$ cat src/rtl/conf_int_mul_idct_sched.sv
// Frame sequencer for the IDCT approximate-multiplier wrapper: LOAD -> ROW -> COL -> DRAIN.
// All outputs registered (controls take effect one cycle after the decision); stalls via in_valid insert bubbles.
module conf_int_mul_idct_sched #(
  parameter int LOAD_CNT = 64,
  parameter int NUM_OPS  = 64,
  parameter int PIPE_LAT = 2
) (
  input  logic       clk,
  input  logic       rstN,
  input  logic       start,
  input  logic       abort,
  input  logic       cfg_apx_row,
  input  logic       cfg_apx_col,
  input  logic       in_valid,
  output logic       in_ready,
  output logic [2:0] state_o,
  output logic [8:0] count0,
  output logic       racc_o,
  output logic       rapx_o,
  output logic       rstP_o,
  output logic       res_valid,
  output logic       busy,
  output logic       done
);

  localparam logic [2:0] S_IDLE  = 3'b000;
  localparam logic [2:0] S_LOAD  = 3'b001;
  localparam logic [2:0] S_ROW   = 3'b010;
  localparam logic [2:0] S_COL   = 3'b011;
  localparam logic [2:0] S_DRAIN = 3'b100;

  localparam logic [8:0] LOAD_LAST  = 9'(LOAD_CNT - 1);
  localparam logic [8:0] OPS_LAST   = 9'(NUM_OPS - 1);
  localparam logic [8:0] DRAIN_LAST = 9'(PIPE_LAT - 1);

  logic [2:0]          state_nxt;
  logic [8:0]          cnt_nxt;
  logic                done_nxt;
  logic                hs;
  logic                issue;
  logic                cfg_row_q;
  logic                cfg_col_q;
  logic [PIPE_LAT-1:0] pipe_q;

  assign hs        = in_valid & in_ready;
  assign issue     = hs & ((state_o == S_ROW) | (state_o == S_COL));
  assign res_valid = pipe_q[PIPE_LAT-1];

  always_comb begin
    state_nxt = state_o;
    cnt_nxt   = count0;
    done_nxt  = 1'b0;
    case (state_o)
      S_IDLE: begin
        if (start) begin
          state_nxt = S_LOAD;
          cnt_nxt   = 9'd0;
        end
      end
      S_LOAD: begin
        if (hs) begin
          if (count0 == LOAD_LAST) begin
            state_nxt = S_ROW;
            cnt_nxt   = 9'd0;
          end else begin
            cnt_nxt = count0 + 9'd1;
          end
        end
      end
      S_ROW, S_COL: begin
        if (hs) begin
          if (count0 == OPS_LAST) begin
            state_nxt = (state_o == S_ROW) ? S_COL : S_DRAIN;
            cnt_nxt   = 9'd0;
          end else begin
            cnt_nxt = count0 + 9'd1;
          end
        end
      end
      S_DRAIN: begin
        if (count0 == DRAIN_LAST) begin
          state_nxt = S_IDLE;
          cnt_nxt   = 9'd0;
          done_nxt  = 1'b1;
        end else begin
          cnt_nxt = count0 + 9'd1;
        end
      end
      default: begin
        state_nxt = S_IDLE;
        cnt_nxt   = 9'd0;
      end
    endcase
    // abort overrides every transition, including a start in IDLE
    if (abort) begin
      state_nxt = S_IDLE;
      cnt_nxt   = 9'd0;
      done_nxt  = 1'b0;
    end
  end

  always_ff @(posedge clk) begin
    if (!rstN) begin
      state_o   <= S_IDLE;
      count0    <= 9'd0;
      in_ready  <= 1'b0;
      racc_o    <= 1'b1;
      rapx_o    <= 1'b0;
      rstP_o    <= 1'b1;
      busy      <= 1'b0;
      done      <= 1'b0;
      cfg_row_q <= 1'b0;
      cfg_col_q <= 1'b0;
      pipe_q    <= '0;
    end else begin
      state_o  <= state_nxt;
      count0   <= cnt_nxt;
      done     <= done_nxt;
      busy     <= (state_nxt != S_IDLE);
      in_ready <= (state_nxt == S_LOAD) | (state_nxt == S_ROW) | (state_nxt == S_COL);
      racc_o   <= (state_nxt == S_IDLE);
      rstP_o   <= (state_nxt == S_IDLE) | (state_nxt == S_LOAD);
      case (state_nxt)
        S_ROW:          rapx_o <= cfg_row_q;
        S_COL, S_DRAIN: rapx_o <= cfg_col_q;
        default:        rapx_o <= 1'b0;
      endcase
      if ((state_o == S_IDLE) && start && !abort) begin
        cfg_row_q <= cfg_apx_row;
        cfg_col_q <= cfg_apx_col;
      end
      // in-flight products are dropped on abort rather than reported
      if (abort) pipe_q <= '0;
      else       pipe_q <= (pipe_q << 1) | PIPE_LAT'(issue);
    end
  end

endmodule

$ cat config.mk
export PLATFORM = sky130hd
export DESIGN_NAME = conf_int_mul_idct_sched
export DESIGN_NICKNAME = d
export VERILOG_FILES = /design/src/rtl/conf_int_mul_idct_sched.sv
export SDC_FILE = /design/constraint.sdc
export NUM_CORES = 1
export LEC_CHECK = 0
export ABC_CLOCK_PERIOD_IN_PS = 2500
export BUFFER_PORTS_ARGS = -buffer_cell sky130_fd_sc_hd__buf_4
export CAP_MARGIN = 10
export CORE_AREA = 2 2 63 65
export CTS_CLUSTER_SIZE = 30
export DETAILED_ROUTE_END_ITERATION = 8
export DIE_AREA = 0 0 65 67
export HOLD_SLACK_MARGIN = 0.06
export PLACE_DENSITY_LB_ADDON = 0.1
export SYNTH_ARGS = -nofsm -noshare
export SYNTH_HDL_FRONTEND = slang
export SYNTH_SLANG_ARGS = --single-unit
$ cat constraint.sdc
create_clock -name clk -period 2.5 [get_ports clk]
set_clock_uncertainty 0.05 [all_clocks]
set_input_delay 0.5 -clock clk [delete_from_list [all_inputs] [get_ports clk]]
set_output_delay 0.5 -clock clk [all_outputs]
set_load 0.02 [all_outputs]
# [After elaboration in Yosys (flattened, before gate mapping)]
# Cells that the tools add are included.
[word_totals] reg_bits=22 inputBits=7 out_inout_bits=19 elab_cells=61
[op_classes] addsub=1 eq_ne=12 muxes=16 bitwise=9 reduce_logical=12
[ops] op="9-bit two-way mux" n=4
[ops] op="9-bit case mux with 3 select lines" n=1
[ops] op="3-bit two-way mux" n=8
[ops] op="3-bit by 2-bit equality test with 1-bit output, second input constant" n=4
[ops] op="3-bit case mux with 4 select lines" n=1
[ops] op="9-bit by 1-bit adder with 9-bit output, second input constant" n=1
[ops] op="9-bit by 1-bit equality test with 1-bit output, second input constant" n=1
[ops] op="9-bit by 6-bit equality test with 1-bit output, second input constant" n=1
[ops] op="3-bit by 1-bit equality test with 1-bit output, second input constant" n=2
[ops] op="3-bit equality test, second input constant" n=2
[ops] op="3-bit zero test" n=2
[ops] op="2-bit OR reduction" n=3
[ops] op="3-bit OR reduction" n=2
[ops] op="1-bit OR" n=4
[ops] op="3-bit nonzero test" n=1
[ops] op="1-bit bitwise AND" n=2
[ops] op="1-bit logical AND" n=2
[ops] op="2-bit by 1-bit != test with 1-bit output, second input constant" n=1
[ops] op="2-bit != test, second input constant" n=1
[ops] op="1-bit inverter" n=2
[ops] op="2-bit by 1-bit OR with 2-bit output" n=1
[ops] op="1-bit case mux with 2 select lines" n=1
[ops] op="2-bit AND reduction" n=1
[ops] op="1-bit zero test" n=1
[ops] op="1-bit two-way mux" n=1

# [Longest topological paths before layout]
# Gate-level depths: netlist of the first run.
[logic_depth] word_depth=9 mapped_depth=7

# [Worst setup path after synthesis of the first run]
# No wires, ideal clock.
[synth_timing] kind="register -> register" from="register count0[0]" to="register rapx_o" setup_ns=0.122 t_arrival_ns=2.081 setup_slack_ns=0.247 path_stages_with_launch=7 n_path_buf=0 period_less_slack_ns=2.253 cell_sequence="dfxtp_1 > ha_1 > or4b_4 > o31a_1 > o21ai_2 > a21oi_1 > a311o_1"
[synth_between] elab_chain_cells=8
[synth_lines] item="from (decl)" line_no="17" source="output logic [8:0] count0,"
[synth_lines] item="from (signal assigned)" line_no="117" source="count0 <= cnt_nxt;"
[synth_lines] item="9-bit by 6-bit equality test with 1-bit output" line_no="62, 72"
[synth_lines] item="3-bit two-way mux (on tied branches)" line_no="72, 62"
[synth_lines] item="3-bit two-way mux (on tied branches)" line_no="71, 61"
[synth_lines] item="3-bit case mux with 4 select lines *" line_no="53" source="case (state_o)"
[synth_lines] item="3-bit two-way mux *" line_no="95" source="if (abort) begin"
[synth_lines] item="3-bit by 2-bit equality test with 1-bit output / 3-bit equality test (equally long branches)" line_no="123" source="case (state_nxt)"
[synth_lines] item="2-bit OR reduction" line_no="123"
[synth_lines] item="1-bit case mux with 2 select lines *" line_no="123"
[synth_lines] item="to (signal assigned)" line_no="124" source="S_ROW: rapx_o <= cfg_row_q;"
[synth_lines] item="to (signal assigned)" line_no="125" source="S_COL, S_DRAIN: rapx_o <= cfg_col_q;"
[synth_lines] item="to (decl)" line_no="19" source="output logic rapx_o,"
# Mark *: on every way between the ends. The rest lies on a longest branch, timed or not.
# A chain may end at the register's enable or synchronous reset.

# [Worst setup path after layout of the first run]
[layout_timing] from="register count0[1]" to="register rapx_o"
# Same word-level chain as after synthesis.

==> out/results.tsv, run 1 <==
stage	metric	value	unit
outcome	status	completed	
drt	DRC violations left	0	
placed_design	placed cell areas	1330	um^2
logic_synthesis	Synth Area in Simple Gates	30.1	%
final_layout	most frequent cells in the layout	29 x buf_4, 22 x dfxtp_1, 12 x nor2_1, 8 x a21oi_1, 8 x nand2_1	
logic_synthesis	Synth Area in Compound Gates	16.6	%
power	Pwr Density	483	nW/um^2
logic_synthesis	Post-synth EDFFs	0	
logic_synthesis	Yosys cell types	40	
logic_synthesis	synthesis-stage register bit count	22	
sta	FMAX	0.449	GHz
final_layout	Syn-to-layout area delta	29.3	%
die	Die H	67	um
sta	fin crit share	89.1	%
drt	via count	972	
sta	unrepaired setup endpoints after global routing	false	
logic_synthesis	Synth Instances	121	
final_layout	Post-Layout Cell Count	199	
clocking	Root Driver	clkbuf_8	
drt	WL/cell	12.3	um
sta	Final Max Slew Viols	0	
run	max-cap viol count	0	
die	die width	65	um
setup_path	worst path arrival time	2.33	ns
clocking	CTS max path bufs	2	
global_route	initial antenna violation count	0	
logic_synthesis	Cell Area, Synth	1080	um^2
clocking	CTS buffer count	3	
final_layout	Fill cells	367	
placed_design	pre-CTS setup slack	0.294	ns
logic_synthesis	Synth warnings	0	
logic_synthesis	largest family of logic cells by synthesized area	simple AND/OR/NAND/NOR gates	
logic_synthesis	leading area contributor after synthesis	dfxtp_1	
drt	ANT nets after route	0	
global_route	Tot GR Track Use	12.0	%
placed_design	# port buffers	25	
sta	Worst Tran Pin Value	0.769	ns
global_route	largest net degree at the start of global routing	13	
sta	TNS Setup	0	ns
hold_path	Hold WC Path Type	reg -> reg	
die	# rows	22	
clocking	CTS Hold Bufs	0	
final_layout	most common library cell in the layout ignoring fill and taps	buf_4	
die	Starting Density	29.8	%
sta	Min Hold Slack	0.381	ns
drt	final WL	2.44	mm
sta	Slew HR	48.3	%
clocking	CTS tree	yes	
setup_path	Setup CP Type	reg -> reg	
sta	setup violators final	0	
placed_design	RD Place Congestion	0.880	
logic_synthesis	Synth area leaders	dfxtp_1 41%, nor2_1 4.2%, a21oi_1 3.7%, nand3_1 3.3%, xnor2_1 3.3%	
logic_synthesis	ys async rst share	0	%
setup_path	required time of the worst setup path	2.61	ns
logic_synthesis	Main synth FF type	dfxtp_1	
clocking	H-tree depth	1	
die	die area	4360	um^2
setup_path	Critical Path Sink Type	register	
logic_synthesis	multiplexer share of the synthesized area	0	%
logic_synthesis	Avg Inst Size Synth	8.89	um^2
final_layout	Layout Nets	161	
setup_path	worst-path maximum fanout	6	
clocking	Post-CTS Setup Repair Bufs	0	
final_layout	share of layout cells above drive strength 1	27.8	%
global_route	vias in the first global route	892	
placed_design	placed cells	195	
clocking	post-CTS sizing	0	
logic_synthesis	XOR/XNOR Fraction of Synth Area	6.51	%
setup_path	type of origin of the critical path	register	
clocking	Clock Latency Late Sink	0.26	ns
logic_synthesis	syn_nets	130	
clocking	clock slew at reported path FFs	0.08	ns
sta	setup ws final	0.273	ns
final_layout	# diodes	0	
global_route	Overflow after GRT	0	
sta	min Tclk post-route	2.23	ns
power	Pleak	0.513	nW
logic_synthesis	post-synthesis adder-cell area fraction	2.33	%
placed_design	DP Wirelength	1.91	mm
logic_synthesis	share of Yosys cell area claimed by the top area cell type	40.9	%
global_route	first-pass GRT wire length	3.95	mm
sta	Final Hold Vio Count	0	
die	core area	3610	um^2
drt	DR vias/cell	4.88	
logic_synthesis	sequential share of the synthesized area	40.9	%
drt	1st-iter DRT viols	41	
power	peak supply drop	0.159	mV
drt	drt first pass iters	4	
clocking	TritonCTS sink count	22	
final_layout	post-route cell area	1390	um^2
die	IO Pins	26	
-- power by group --
group,switching [mW],total [mW],internal [mW]
Sequential,0.00480,0.360,0.355
Clock,0.115,0.256,0.140
Combinational,0.0317,0.0565,0.0248
-- final cells by class --
class	count	area, um^2	share of cell area (%)
well taps	48	60.1	4.32
repair buffers	29	218	15.6
flip-flops and latches	22	440	31.7
multi-input cells	92	603	43.3
inverters	4	15.0	1.08
clock buffers	4	55.1	3.96
-- sequential cells by signal, indices dropped and copies added (netlist names) --
signal / count
count0: 9
state_o: 3
pipe_q: 2
busy: 1
cfg_col_q: 1
cfg_row_q: 1
done: 1
in_ready: 1
racc_o: 1
rapx_o: 1
rstP_o: 1
-- cell families after synthesis --
group                      after synthesis
and+or+nand+nor                         57
DFF                                     22
xor gates and xnor gates                 8
buffers and inverters                    7
AOI/OAI and AO/OA                       25
adders and majority gates                2
-- per-stage QoR --
step,util (%),total power [mW]
after detailed placement,36.9,0.424
after floorplan,-,0.399
after CTS,38.4,0.682
after global routing,38.6,0.701
final,38.6,0.672
after global placement,36.9,0.425
-- critical path: stages (launching register included) --
cell     delay, ns
dfxtp_1       0.42
ha_1          0.28
or4b_4        0.53
o31a_1        0.27
o21ai_2       0.15
a21oi_1       0.09
a311o_1       0.34
-- layer usage --
metal	share of wire [%]	vias to the layer above	track usage (%)	wire, um
met4	2.1	0	7.18	52
met1	46	442	14.9	1120
li1	-	504	-	-
met5	0	-	0	0
met3	6.1	4	2.20	149
met2	46	22	19.5	1110
-- cell usage after synthesis (3+ instances only) --
| master | n |
|---|---|
| a21oi_1 | 8 |
| and2_1 | 3 |
| xor2_1 | 4 |
| dfxtp_1 | 22 |
| inv_1 | 4 |
| nor2_1 | 12 |
| nor4_1 | 3 |
| nor3_1 | 5 |
| nand4_1 | 5 |
| nand3_1 | 7 |
| xnor2_1 | 4 |
| nand2_1 | 8 |
-- path summary, 6_finish.rpt --
kind              cells past startpoint  slack [ns]                    to                    from
setup / recovery                      6        0.27     rapx_o$_SDFF_PN0_  count0[1]$_SDFFE_PP0P_
hold / removal                        1        0.38  pipe_q[1]$_SDFF_PP0_    pipe_q[0]$_SDFF_PP0_
setup reg to reg                      6        0.27     rapx_o$_SDFF_PN0_  count0[1]$_SDFFE_PP0P_
hold reg to reg                       1        0.38  pipe_q[1]$_SDFF_PP0_    pipe_q[0]$_SDFF_PP0_
Note: power is estimated with default switching activity, not from simulation.
==> run 2: changes to the inputs <==
--- a/config.mk
+++ b/config.mk
@@ -8,12 +8,11 @@
 export ABC_CLOCK_PERIOD_IN_PS = 2500
 export BUFFER_PORTS_ARGS = -buffer_cell sky130_fd_sc_hd__buf_4
 export CAP_MARGIN = 10
-export CORE_AREA = 2 2 63 65
+export CORE_AREA = 2 2 68 70
 export CTS_CLUSTER_SIZE = 30
 export DETAILED_ROUTE_END_ITERATION = 8
-export DIE_AREA = 0 0 65 67
+export DIE_AREA = 0 0 70 72
 export HOLD_SLACK_MARGIN = 0.06
-export PLACE_DENSITY_LB_ADDON = 0.1
 export SYNTH_ARGS = -nofsm -noshare
 export SYNTH_HDL_FRONTEND = slang
 export SYNTH_SLANG_ARGS = --single-unit
==> run 2 against run 1 <==
  * Sequential share of layout area down 0.20 points
  * Count of clock-buffer cells in the layout fell by 1
  * Wire length shrank 0.82%
  * Critical path depth unchanged
  * Sequential power is essentially flat
  * Total power rose by 11%
  * First-iteration DRC count is the same
  * Die area rose by 16%
  * Combinational power about the same
  * Register-to-register slack better by 0.03 ns
  * Global-route usage fell by 2.4 points
  * Largest cell class unchanged
  * Largest power group unchanged
==> out/results.tsv, run 2 (same netlist as run 1, synthesis figures left out) <==
stage	metric	value	unit
outcome	status	completed	
sta	Worst Tran Pin Value	0.596	ns
final_layout	Syn-to-layout area delta	30.1	%
die	die area	5040	um^2
sta	fin crit share	87.8	%
final_layout	Layout Nets	160	
final_layout	Largest Register	count0	
global_route	vias in the first global route	822	
global_route	largest net degree at the start of global routing	14	
setup_path	required time of the worst setup path	2.61	ns
placed_design	# port buffers	25	
power	peak supply drop	0.202	mV
placed_design	DP Wirelength	1.88	mm
setup_path	Crit path max-delay family	compound AO/OA/AOI/OAI gates	
power	clock share of power	44.3	%
drt	drt first pass iters	4	
clocking	post-CTS sizing	0	
setup_path	type of origin of the critical path	register	
sta	min Tclk post-route	2.20	ns
global_route	Overflow after GRT	0	
clocking	clock slew at reported path FFs	0.08	ns
global_route	initial antenna violation count	0	
drt	final WL	2.42	mm
clocking	TritonCTS sink count	22	
sta	Slew HR	60.0	%
final_layout	# diodes	0	
setup_path	slowest CP cell	or4b_4	
drt	ANT nets after route	0	
clocking	CTS buffer count	3	
setup_path	Crit path largest cell delay	0.52	ns
clocking	Clock Latency Late Sink	0.26	ns
die	die width	70	um
final_layout	biggest regs	count0 x9, state_o x3, pipe_q x2	
placed_design	RD Place Congestion	0.766	
drt	via count	965	
setup_path	Critical Path Sink Type	register	
setup_path	worst path arrival time	2.30	ns
clocking	CTS max path bufs	2	
die	core area	4260	um^2
setup_path	crit-path cells	ha_1 > or4b_4 > o31a_1 > o21ai_2 > a21oi_1 > a311o_1	
final_layout	most common library cell in the layout ignoring fill and taps	buf_4	
clocking	Post-CTS Setup Repair Bufs	0	
final_layout	share of layout cells above drive strength 1	26.7	%
drt	WL/cell	12.0	um
sta	FMAX	0.455	GHz
setup_path	Setup CP Type	reg -> reg	
run	max-cap viol count	0	
power	net switching power	153	uW
power	Pwr Density	534	nW/um^2
die	# rows	24	
drt	DRC violations left	0	
power	Pleak	0.513	nW
drt	DR vias/cell	4.78	
clocking	Root Driver	clkbuf_8	
power	Seq pwr share	48.2	%
hold_path	Hold WC Path Type	reg -> reg	
sta	setup violators final	0	
final_layout	post-route cell area	1400	um^2
setup_path	worst-path maximum fanout	6	
final_layout	number of flip-flops in the largest register	9	
global_route	first-pass GRT wire length	3.90	mm
power	sw frac	20.5	%
die	Starting Density	25.2	%
sta	Final Max Slew Viols	0	
clocking	CTS Hold Bufs	0	
final_layout	most frequent cells in the layout	28 x buf_4, 22 x dfxtp_1, 12 x nor2_1, 8 x a21oi_1, 8 x nand2_1	
die	Die H	72	um
sta	Final Hold Vio Count	0	
power	Combinational Power Share	7.5	%
clocking	CTS tree	yes	
global_route	Tot GR Track Use	9.67	%
clocking	H-tree depth	1	
power	Design Power	747	uW
sta	TNS Setup	0	ns
power	Pint	594	uW
drt	1st-iter DRT viols	41	
setup_path	Bufs and invs on worst path	0	
sta	unrepaired setup endpoints after global routing	false	
die	IO Pins	26	
placed_design	placed cell areas	1330	um^2
## run 2: path summary, 6_finish.rpt
kind | endpoint | slack (ns) | start | cells past startpoint
max | rapx_o$_SDFF_PN0_ | 0.30 | count0[1]$_SDFFE_PP0P_ | 6
min | pipe_q[1]$_SDFF_PP0_ | 0.38 | pipe_q[0]$_SDFF_PP0_ | 1
max reg2reg | rapx_o$_SDFF_PN0_ | 0.30 | count0[1]$_SDFFE_PP0P_ | 6
min reg2reg | pipe_q[1]$_SDFF_PP0_ | 0.38 | pipe_q[0]$_SDFF_PP0_ | 1
## run 2: cell type report
| type | count | area, um^2 |
|---|---|---|
| Fill cell | 450 | 2860 |
| Multi-Input combinational cell | 92 | 598 |
| Sequential cell | 22 | 440 |
| Timing Repair Buffer | 28 | 210 |
| Tap cell | 52 | 65.1 |
| Clock buffer | 3 | 41.3 |
| Clock inverter | 1 | 30.0 |
| Inverter | 4 | 15.0 |
## run 2: per-layer routing
metal | share of wire [%] | GRT usage [%] | up-vias
met1 | 47 | 13.6 | 434
met5 | 0 | 0 | -
met3 | 5.1 | 1.53 | 5
li1 | - | - | 499
met2 | 45 | 14.0 | 27
met4 | 2.7 | 5.77 | 0
## run 2: power groups by stage
stage	clock, mW	sequential, mW	combinational [mW]
2_1_floorplan	0	0.371	0.0276
3_5_place_dp	0	0.368	0.0564
3_3_place_gp	0	0.369	0.0569
4_1_cts	0.340	0.360	0.0568
5_1_grt	0.353	0.361	0.0625
6_report	0.331	0.360	0.0564
## run 2: through the flow
stage | setup WS, ns | std cells | utilization (%) | hold slack [ns]
floorplan | 0.247 | 121 | - | 0.356
global placement | 0.352 | 198 | 31.2 | 0.360
detailed placement | 0.314 | 198 | 31.2 | 0.366
CTS | 0.299 | 202 | 32.8 | 0.386
global route | 0.0999 | 202 | 32.8 | 0.401
finish | 0.304 | 202 | 32.8 | 0.380
## run 2: worst reg2reg max path: cells and delay by family, from the launching register on
| family | cells | cell delay (ns) |
|---|---|---|
| compound gates | 4 | 0.85 |
| flops | 1 | 0.41 |
| fa+ha+maj | 1 | 0.27 |
| simple gates | 1 | 0.52 |
